**src/rtl/telem_usb_streamer_if.sv**
```systemverilog
// FT245 user-side bus between the telemetry streamer (master) and the ft block (slave).
// Carries the TX word path toward the host and the RX word path from the host.
interface telem_usb_streamer_if #(
  parameter int BUS_WIDTH = 16
);
  logic [BUS_WIDTH-1:0]   ui_din;
  logic [BUS_WIDTH/8-1:0] ui_din_be;
  logic                   ui_din_valid;
  logic                   ui_din_full;
  logic [BUS_WIDTH-1:0]   ui_dout;
  logic [BUS_WIDTH/8-1:0] ui_dout_be;
  logic                   ui_dout_empty;
  logic                   ui_dout_get;

  modport master (
    output ui_din, ui_din_be, ui_din_valid, ui_dout_get,
    input  ui_din_full, ui_dout, ui_dout_be, ui_dout_empty
  );

  modport slave (
    input  ui_din, ui_din_be, ui_din_valid, ui_dout_get,
    output ui_din_full, ui_dout, ui_dout_be, ui_dout_empty
  );
endinterface

```
**src/rtl/telem_usb_streamer.sv**
```systemverilog
// Round-robin telemetry packet framer onto the FT245 TX bus, with a host echo mode.
// Each frame is SYNC_WORD, {seq, channel}, then the packet LS word first.
module telem_usb_streamer #(
  parameter int          CHANNELS     = 2,
  parameter int          PACKET_WIDTH = 88,
  parameter int          BUS_WIDTH    = 16,
  parameter logic [15:0] SYNC_WORD    = 16'hA55A
) (
  input  logic                             clk_128M,
  input  logic                             rst_128M,
  input  logic [1:0]                       mode,
  input  logic [CHANNELS*PACKET_WIDTH-1:0] pkt_data,
  input  logic [CHANNELS-1:0]              pkt_valid,
  telem_usb_streamer_if.master             ui,
  output logic [CHANNELS*16-1:0]           drop_count,
  output logic [31:0]                      frame_count
);

  localparam int WORDS = (PACKET_WIDTH + BUS_WIDTH - 1) / BUS_WIDTH;
  localparam int SR_W  = WORDS * BUS_WIDTH;
  localparam int IW    = (WORDS > 1) ? $clog2(WORDS) : 1;
  localparam int CW    = (CHANNELS > 1) ? $clog2(CHANNELS) : 1;
  localparam int BEW   = BUS_WIDTH / 8;

  typedef enum logic [2:0] {
    S_IDLE,
    S_SYNC,
    S_HDR,
    S_PAYLOAD,
    S_LOOP
  } state_t;

  state_t                  state, state_nxt;
  logic [BUS_WIDTH-1:0]    din_r, din_nxt, hdr;
  logic [BEW-1:0]          be_r, be_nxt;
  logic                    valid_r, valid_nxt;
  logic [SR_W-1:0]         shreg, shreg_nxt;
  logic [IW-1:0]           idx, idx_nxt;
  logic [CW-1:0]           rr, rr_nxt, cur_ch, cur_ch_nxt, pick;
  logic [7:0]              seq, seq_nxt;
  logic [31:0]             frames_nxt;
  logic [CHANNELS-1:0]     pending, clr;
  logic [PACKET_WIDTH-1:0] hold [CHANNELS];
  logic [15:0]             drops [CHANNELS];
  logic                    found, accept, in_loop;
  int                      pick_j;

  function automatic logic [15:0] sat_inc16(input logic [15:0] v);
    return (v == 16'hFFFF) ? v : v + 16'd1;
  endfunction

  assign accept  = valid_r && !ui.ui_din_full;
  assign in_loop = (state == S_LOOP);

  // Echo mode bypasses the registered stream outputs entirely.
  assign ui.ui_din       = in_loop ? ui.ui_dout : din_r;
  assign ui.ui_din_be    = in_loop ? ui.ui_dout_be : be_r;
  assign ui.ui_din_valid = in_loop ? !ui.ui_dout_empty : valid_r;
  assign ui.ui_dout_get  = !rst_128M && !ui.ui_dout_empty && (!in_loop || !ui.ui_din_full);

  for (genvar g = 0; g < CHANNELS; g++) begin : g_drop
    assign drop_count[g*16 +: 16] = drops[g];
  end

  always_comb begin
    found  = 1'b0;
    pick   = rr;
    pick_j = 0;
    for (int k = 0; k < CHANNELS; k++) begin
      pick_j = int'(rr) + k;
      if (pick_j >= CHANNELS) pick_j = pick_j - CHANNELS;
      if (!found && pending[CW'(pick_j)]) begin
        found = 1'b1;
        pick  = CW'(pick_j);
      end
    end
  end

  always_comb begin
    state_nxt  = state;
    din_nxt    = din_r;
    be_nxt     = be_r;
    valid_nxt  = valid_r;
    shreg_nxt  = shreg;
    idx_nxt    = idx;
    rr_nxt     = rr;
    cur_ch_nxt = cur_ch;
    seq_nxt    = seq;
    frames_nxt = frame_count;
    clr        = '0;
    hdr        = '0;
    hdr[15:0]  = {seq, 8'(cur_ch)};
    case (state)
      S_IDLE: begin
        valid_nxt = 1'b0;
        if (mode == 2'd0) begin
          state_nxt = S_LOOP;
        end else if (mode == 2'd1 && found) begin
          clr[pick]  = 1'b1;
          cur_ch_nxt = pick;
          shreg_nxt  = SR_W'(hold[pick]);
          rr_nxt     = (pick == CW'(CHANNELS - 1)) ? '0 : pick + 1'b1;
          din_nxt    = BUS_WIDTH'(SYNC_WORD);
          be_nxt     = '1;
          valid_nxt  = 1'b1;
          state_nxt  = S_SYNC;
        end
      end
      S_SYNC: begin
        if (accept) begin
          din_nxt   = hdr;
          state_nxt = S_HDR;
        end
      end
      S_HDR: begin
        if (accept) begin
          din_nxt   = shreg[BUS_WIDTH-1:0];
          shreg_nxt = shreg >> BUS_WIDTH;
          idx_nxt   = '0;
          state_nxt = S_PAYLOAD;
        end
      end
      S_PAYLOAD: begin
        if (accept) begin
          if (idx == IW'(WORDS - 1)) begin
            valid_nxt  = 1'b0;
            frames_nxt = frame_count + 32'd1;
            seq_nxt    = seq + 8'd1;
            state_nxt  = S_IDLE;
          end else begin
            din_nxt   = shreg[BUS_WIDTH-1:0];
            shreg_nxt = shreg >> BUS_WIDTH;
            idx_nxt   = idx + 1'b1;
          end
        end
      end
      S_LOOP: begin
        valid_nxt = 1'b0;
        if (mode != 2'd0) state_nxt = S_IDLE;
      end
      default: begin
        valid_nxt = 1'b0;
        state_nxt = S_IDLE;
      end
    endcase
  end

  // Frame control and registered stream outputs
  always_ff @(posedge clk_128M or posedge rst_128M) begin
    if (rst_128M) begin
      state       <= S_IDLE;
      din_r       <= '0;
      be_r        <= '0;
      valid_r     <= 1'b0;
      idx         <= '0;
      rr          <= '0;
      cur_ch      <= '0;
      seq         <= '0;
      frame_count <= '0;
    end else begin
      state       <= state_nxt;
      din_r       <= din_nxt;
      be_r        <= be_nxt;
      valid_r     <= valid_nxt;
      idx         <= idx_nxt;
      rr          <= rr_nxt;
      cur_ch      <= cur_ch_nxt;
      seq         <= seq_nxt;
      frame_count <= frames_nxt;
    end
  end

  always_ff @(posedge clk_128M) begin
    shreg <= shreg_nxt;
  end

  // Capture: a pending slot freed by this cycle's frame start accepts the new packet
  always_ff @(posedge clk_128M or posedge rst_128M) begin
    if (rst_128M) begin
      pending <= '0;
      for (int c = 0; c < CHANNELS; c++) drops[c] <= '0;
    end else begin
      for (int c = 0; c < CHANNELS; c++) begin
        if (mode != 2'd1) begin
          pending[c] <= 1'b0;
        end else if (pkt_valid[c] && (!pending[c] || clr[c])) begin
          pending[c] <= 1'b1;
        end else begin
          if (pkt_valid[c]) drops[c] <= sat_inc16(drops[c]);
          if (clr[c]) pending[c] <= 1'b0;
        end
      end
    end
  end

  always_ff @(posedge clk_128M) begin
    for (int c = 0; c < CHANNELS; c++) begin
      if (mode == 2'd1 && pkt_valid[c] && (!pending[c] || clr[c]))
        hold[c] <= pkt_data[c*PACKET_WIDTH +: PACKET_WIDTH];
    end
  end

endmodule
```
**src/flat_wrapper.sv**
```systemverilog
// flat-port wrapper written by rule: the top's interface ports become plain ports
module telem_usb_streamer_flat 
#(
  parameter int          CHANNELS     = 2,
  parameter int          PACKET_WIDTH = 88,
  parameter int          BUS_WIDTH    = 16,
  parameter logic [15:0] SYNC_WORD    = 16'hA55A
)
  (clk_128M, rst_128M, mode, pkt_data, pkt_valid, drop_count, frame_count, ui_ui_din, ui_ui_din_be, ui_ui_din_valid, ui_ui_dout_get, ui_ui_din_full, ui_ui_dout, ui_ui_dout_be, ui_ui_dout_empty);
  telem_usb_streamer_if #(.BUS_WIDTH(BUS_WIDTH)) ui_i ();
  input  logic clk_128M;
  input  logic rst_128M;
  input  logic [1:0] mode;
  input  logic [CHANNELS*PACKET_WIDTH-1:0] pkt_data;
  input  logic [CHANNELS-1:0] pkt_valid;
  output logic [CHANNELS*16-1:0] drop_count;
  output logic [31:0] frame_count;
  output wire logic [$bits(ui_i.ui_din)-1:0] ui_ui_din;
  output wire logic [$bits(ui_i.ui_din_be)-1:0] ui_ui_din_be;
  output wire logic [$bits(ui_i.ui_din_valid)-1:0] ui_ui_din_valid;
  output wire logic [$bits(ui_i.ui_dout_get)-1:0] ui_ui_dout_get;
  input wire logic [$bits(ui_i.ui_din_full)-1:0] ui_ui_din_full;
  input wire logic [$bits(ui_i.ui_dout)-1:0] ui_ui_dout;
  input wire logic [$bits(ui_i.ui_dout_be)-1:0] ui_ui_dout_be;
  input wire logic [$bits(ui_i.ui_dout_empty)-1:0] ui_ui_dout_empty;
  assign ui_ui_din = ui_i.ui_din;
  assign ui_ui_din_be = ui_i.ui_din_be;
  assign ui_ui_din_valid = ui_i.ui_din_valid;
  assign ui_ui_dout_get = ui_i.ui_dout_get;
  assign ui_i.ui_din_full = ui_ui_din_full;
  assign ui_i.ui_dout = ui_ui_dout;
  assign ui_i.ui_dout_be = ui_ui_dout_be;
  assign ui_i.ui_dout_empty = ui_ui_dout_empty;
  telem_usb_streamer #(.CHANNELS(CHANNELS), .PACKET_WIDTH(PACKET_WIDTH), .BUS_WIDTH(BUS_WIDTH), .SYNC_WORD(SYNC_WORD)) u_core (.clk_128M(clk_128M), .rst_128M(rst_128M), .mode(mode), .pkt_data(pkt_data), .pkt_valid(pkt_valid), .ui(ui_i), .drop_count(drop_count), .frame_count(frame_count));
endmodule
```
**config.mk**
```make
export PLATFORM = sky130hd
export DESIGN_NAME = telem_usb_streamer_flat
export DESIGN_NICKNAME = d
export VERILOG_FILES = /design/src/rtl/telem_usb_streamer_if.sv /design/src/rtl/telem_usb_streamer.sv /design/src/flat_wrapper.sv
export SDC_FILE = /design/constraint.sdc
export NUM_CORES = 1
export LEC_CHECK = 0
export CAP_MARGIN = 10
export CORE_ASPECT_RATIO = 2
export CORE_UTILIZATION = 31
export CTS_BUF_LIST = sky130_fd_sc_hd__clkbuf_4
export CTS_CLUSTER_SIZE = 14
export DETAILED_ROUTE_END_ITERATION = 6
export SLEW_MARGIN = 20
export SYNTH_ARGS = -nofsm -noshare
export SYNTH_HDL_FRONTEND = slang
export SYNTH_SLANG_ARGS = --single-unit
```
**constraint.sdc**
```tcl
create_clock -name clk_128M -period 5.9 [get_ports clk_128M]
set_clock_uncertainty 0.15 [all_clocks]
set_input_delay 0.59 -clock clk_128M [delete_from_list [all_inputs] [get_ports clk_128M]]
set_output_delay 0.59 -clock clk_128M [all_outputs]
set_load 0.01 [all_outputs]
```
; Yosys cells after proc, flatten, opt, wreduce, memory -nomap -nowiden
; Memories as Yosys holds them, arrays and structs flattened.
; Index checks and enable logic that the tools add are counted.
[op_classes]
n_addsub = 9
n_lt_le_gt_ge = 6
eq_ne = 18
muxes = 59
bitwise_logic = 7
n_reduce_logical = 40
[op_table]
columns = operator, count
row1 = 96-bit two-way mux, 5
row2 = 96-bit one-hot mux with 3 select lines, 1
row3 = 16-bit two-way mux, 7
row4 = 16-bit one-hot mux with 4 select lines, 1
row5 = 16-bit by 1-bit adder with 16-bit output (second input constant), 2
row6 = 32-bit by 1-bit adder with 32-bit output (second input constant), 1
row7 = 16-bit equality test (second input constant), 2
row8 = 3-bit two-way mux, 10
row9 = 1-bit two-way mux, 27
row10 = 3-bit one-hot mux with 5 select lines, 1
row11 = 1-bit logical AND, 12
row12 = 2-bit by 1-bit != test with 1-bit output (second input constant), 6
row13 = 4-bit AND reduction, 3
row14 = 6-bit AND reduction, 2
row15 = 3-bit AND reduction, 3
row16 = 3-bit nonzero test, 3
row17 = 8-bit by 1-bit adder with 8-bit output (second input constant), 1
row18 = 2-bit two-way mux, 4
row19 = 1-bit zero test, 7
row20 = 1-bit NOT, 7
row21 = 7-bit AND reduction, 1
row22 = 3-bit by 2-bit equality test with 1-bit output (second input constant), 2
row23 = 3-bit equality test (second input constant), 2
row24 = 1-bit by 3-bit less-than comparator with 1-bit output (second input constant), 2
row25 = 21 further kinds, 27
[word_totals]
ff_bits = 196
ram_bits = 176
input_bits = 202
output_inout_bits = 84
word_cells = 154
n_memories = 1
[mem_list]
columns = memory, depth, word_bits, rd, rd_clocked_by_memory_dff, write_ports, line
row1 = u_core.hold, 2, 88, 1, 0, 2, telem_usb_streamer.sv:43  ; logic [PACKET_WIDTH-1:0] hold [CHANNELS];

; Logic depth before layout (Yosys ltp)
[depth]
depth_word = 20
mapped_depth = 9
ltp_nobuf = 7

; Worst setup path before layout
; OpenSTA, ideal clock, no wires.
[synth_path]
path_kind = input to register
startpoint = in ui_ui_din_full
endpoint = reg u_core.shreg[0] (enable)
setup_ns = 0.535
arrival_time_ns = 4.658
required_ns = 5.215
slack_ns = 0.556
path_stages = 4
path_buffers = 0
cell_sequence = nor2b_1 > and3_1 > a21oi_1 > nor2_1
[synth_between]
elab_chain_len = 4
elab_cells_between_ends = 5
classes_between = 2 x eq/ne / 3 x reduce/logical
[synth_rtl]
columns = element, line
row1 = "start, declared", flat_wrapper.sv:22  ; input wire logic [$bits(ui_i.ui_din_full)-1:0] ui_ui_din_full;
row2 = 1-bit zero test (*), telem_usb_streamer.sv:52  ; assign accept = valid_r && !ui.ui_din_full;
row3 = 1-bit logical AND (*), telem_usb_streamer.sv:52
row4 = 2-bit by 1-bit != test with 1-bit output (no source line), --
row5 = 6-bit AND reduction (no source line) (*), --
row6 = "end signal, assigned", telem_usb_streamer.sv:174  ; shreg <= shreg_nxt;
row7 = "end, declared", telem_usb_streamer.sv:37  ; logic [SR_W-1:0] shreg, shreg_nxt;
; Every way passes the cells marked *; elsewhere a longest branch is shown, timed or not.
; A chain may end at the register's enable or synchronous reset.

; Worst setup path after layout
[layout_path]
startpoint = reg u_core.state[0]
endpoint = out ui_ui_din[12]
[layout_between]
elab_chain_len = 2
[layout_rtl]
columns = element, line
row1 = "start, declared", telem_usb_streamer.sv:33  ; state_t state, state_nxt;
row2 = "start signal, assigned", telem_usb_streamer.sv:161  ; state <= state_nxt;
row3 = 3-bit equality test, telem_usb_streamer.sv:53  ; assign in_loop = (state == S_LOOP);
row4 = 16-bit two-way mux, telem_usb_streamer.sv:56  ; assign ui.ui_din = in_loop ? ui.ui_dout : din_r;
row5 = "end, declared", flat_wrapper.sv:18  ; output wire logic [$bits(ui_i.ui_din)-1:0] ui_ui_din;
; Every way passes these cells.

==> metrics.md <==
| Metric | Value |
|---|---|
| Number of port buffers | 285 |
| Startpoint types | flip-flop |
| Number of global-route vias before repair | 9675 |
| EDFF count, synth | 264 |
| Core Util, Final | 41.36% |
| RSZ-0062 raised after global routing | false |
| Static Leakage | 7.079 nW |
| GRT overflow | 0 |
| Placer Congestion | about 0.85 |
| CP Data Arrival Time | roughly 3300 ps |
| Top cells by count, synth | edfxtp_1, nand2_1, dfrtp_1 |
| Max-cap violations | 0 |
| Crit end category | output pin |
| Std cell rows | between 100 and 150 |
| Cell Area, Synth | 14550 um2 |
| Post-DP HPWL | between 20000 and 25000 um |
| Final #Nets | 1566 |
| H-tree levels | 3 |
| Antenna violations before repair | 9 |
| Synthesis-to-finish area growth | 32.20% |
| # DRC | 0 |
| Setup Crit Path Kind | flip-flop to output pin |
| Worst-path maximum fanout | 22 |
| Crit-path max cell delay | between 600 and 700 ps |
| Largest net degree at the start of global routing | between 80 and 90 |
| DR pass1 iterations | 4 |
| Setup violators final | 0 |
| Fin area | 19240 um2 |
| Fmax | between 200 and 250 MHz |
| Syn nets | between 1000 and 1500 |
| Synth warn | 0 |
| CTS clock-pin slew for the worst setup and hold paths | ~70 ps |
| Outcome | complete, no violations |
| Clk sink count | approximately 360 |
| Top FF cell, synth | edfxtp_1 |
| Antenna viol nets, final | 0 |
| Placed Area | 18160 um2 |
| Clock Tree Buf Depth | 3 |
| HP Class | input port to asynchronous set/reset pin |
| Core area | between 40000 and 50000 um2 |
| CTS resizes | 0 |
| Post-synth top area share | between 50% and 60% |
| Average wire per standard cell | roughly 17 um |
| Final Hold Viols | 0 |
| Io pins | around 290 |
| Skew-Pair Late Insertion Delay | between 700 and 800 ps |
| Total Die Area | about 48000 um2 |
| Number of distinct library cells after synthesis | between 50 and 60 |
| WP data required | about 5200 ps |
| Worst vdd rail ir drop | ~0.16 mV |
| Post-Syn Instances | just over 1000 |
| Sequential area share after synthesis | a little over 70% |
| Count leader, synth | edfxtp_1 |
| Max Slew Vio Count | 0 |
| Rel. slew slack | about 43% |
| TNS Setup | 0 ps |
| Initial Utilization | a little under a third |
| Largest area contributor in the netlist | edfxtp_1 |
| 1st-iter DRT viols | approximately 350 |
| Share of cells above drive strength 1 | roughly an eighth |
| Fin crit share | between 60% and 70% |
| Die height | 308.4 um |
| CTS Buf Count | between 80 and 90 |
| Tmin final | just over 4000 ps |
| Flops & latches, synth | roughly 360 |
| Worst path cell trace | nor2_1, and2_1, buf_4, mux2_2, clkdlybuf4s50_1 |
| First-pass GRT wire length | approximately 53000 um |
| # Post-CTS Setup Buffers | 0 |
| DIE WIDTH | 155.2 um |
| CTS Root Cell | clkbuf_4 |
| Pwr/cell area | approximately 300 nW/um2 |
| Final Routed Wirelength | ~35000 um |
| Via Count | a little over 9000 |
| Share of flip-flops with an asynchronous set or reset | approximately 27% |
| Syn avg cell area | around 14 um2 |
| CTS tree | done |
| Slew @ Worst Pin | roughly 850 ps |
| Critical path's slowest cell | dfrtp_1 |
| Top post-synthesis cells by area | edfxtp_1, dfrtp_1, mux2i_1, nand2_1, o21ai_0 |
| Via/cell ratio | about 4.6 |
| Hold Buf Count CTS | 0 |
| GRT Total Usage | 14.84% |
[path summary, 6_finish.rpt]
path	from	to	slack [ps]	depth (start not counted)
worst max-delay path	u_core.state[0]	ui_ui_din[12]	1840	5
worst min-delay path	rst_128M	u_core.rr	150	2
worst max register to register	u_core.state[2]	u_core.hold[0][86]	2590	5
worst min register to register	u_core.frame_count[31]	u_core.frame_count[31]	320	1
max in group asynchronous	rst_128M	u_core.seq[1]	4350	3
min in group clk_128M	pkt_data[93]	u_core.hold[1][5]	230	1
[metrics by stage]
| step | hold slack (ps) | std cells | setup WS, ps | total power, W |
|---|---|---|---|---|
| after floorplan | 285.8 | 1017 | 556.4 | 0.003483 |
| after global placement | 311.4 | 1898 | 2435 | 0.003827 |
| after detailed placement | 314.5 | 1898 | 2337 | 0.003841 |
| after CTS | 59.95 | 2038 | 1700 | 0.005908 |
| after global routing | 131.1 | 2045 | 1599 | 0.006083 |
| final | 149.0 | 2045 | 1836 | 0.005775 |
[critical path, delay by kind of cell, from the launching register on]
kind	cells	cell delay, ps
buffers and inverters	2	800
AND/OR/NAND/NOR	2	710
flip-flops	1	650
multiplexers	1	370
[sequential cells by signal, indices dropped and copies added (netlist names), 2 cells and up]
register            count
u_core.hold           176
u_core.shreg           88
u_core.drop_count      32
u_core.frame_count     32
u_core.din_r           16
u_core.seq              8
u_core.idx              3
u_core.state            3
u_core.pending          2
[cells by family after synthesis]
kind of cell             after synthesis  synth area share (%)
multiplexers                         109                 7.677
AND/OR/NAND/NOR                      285                 9.792
adder cells (fa/ha/maj)                6                0.5158
buffers and inverters                 53                 1.419
XOR/XNOR                              66                 3.972
flip-flops                           364                 71.66
AO/OA/AOI/OAI                        134                 4.961
[routing by layer]
metal	wire length [um]	vias up	track usage, %
met4	1108	4	7.684
met1	12830	4392	15.28
met2	18440	377	27.30
met5	30	-	0
met3	2242	82	3.822
li1	-	4461	-
[layout by cell type, fill, tap and decap left out, drive strengths merged, types with 15 or more instances in the layout]
master	n
clkdlybuf4s50	285
edfxtp	264
nand2	123
clkbuf	119
dfrtp	100
o21ai	88
mux2i	88
nor2	47
xnor2	43
a21oi	29
nand3	26
xor2	23
nand4	23
mux2	21
clkinv	18
and3	15
[report_power, final]
group          internal [W]  total (W)  switching, W
Clock               0.00106    0.00202      0.000960
Sequential          0.00289    0.00302      0.000135
Combinational      0.000428   0.000738      0.000310
[final cells by class]
cell class | count | area (um2)
Antenna cell | 7 | 17.52
Clock buffer | 119 | 893.4
Clock inverter | 21 | 166.4
Fill cell | 4468 | 27280
Inverter | 11 | 43.79
Multi-Input combinational cell | 600 | 3954
Sequential cell | 364 | 10430
Tap cell | 627 | 784.5
Timing Repair Buffer | 296 | 2948
(Power assumes the default switching activity.)
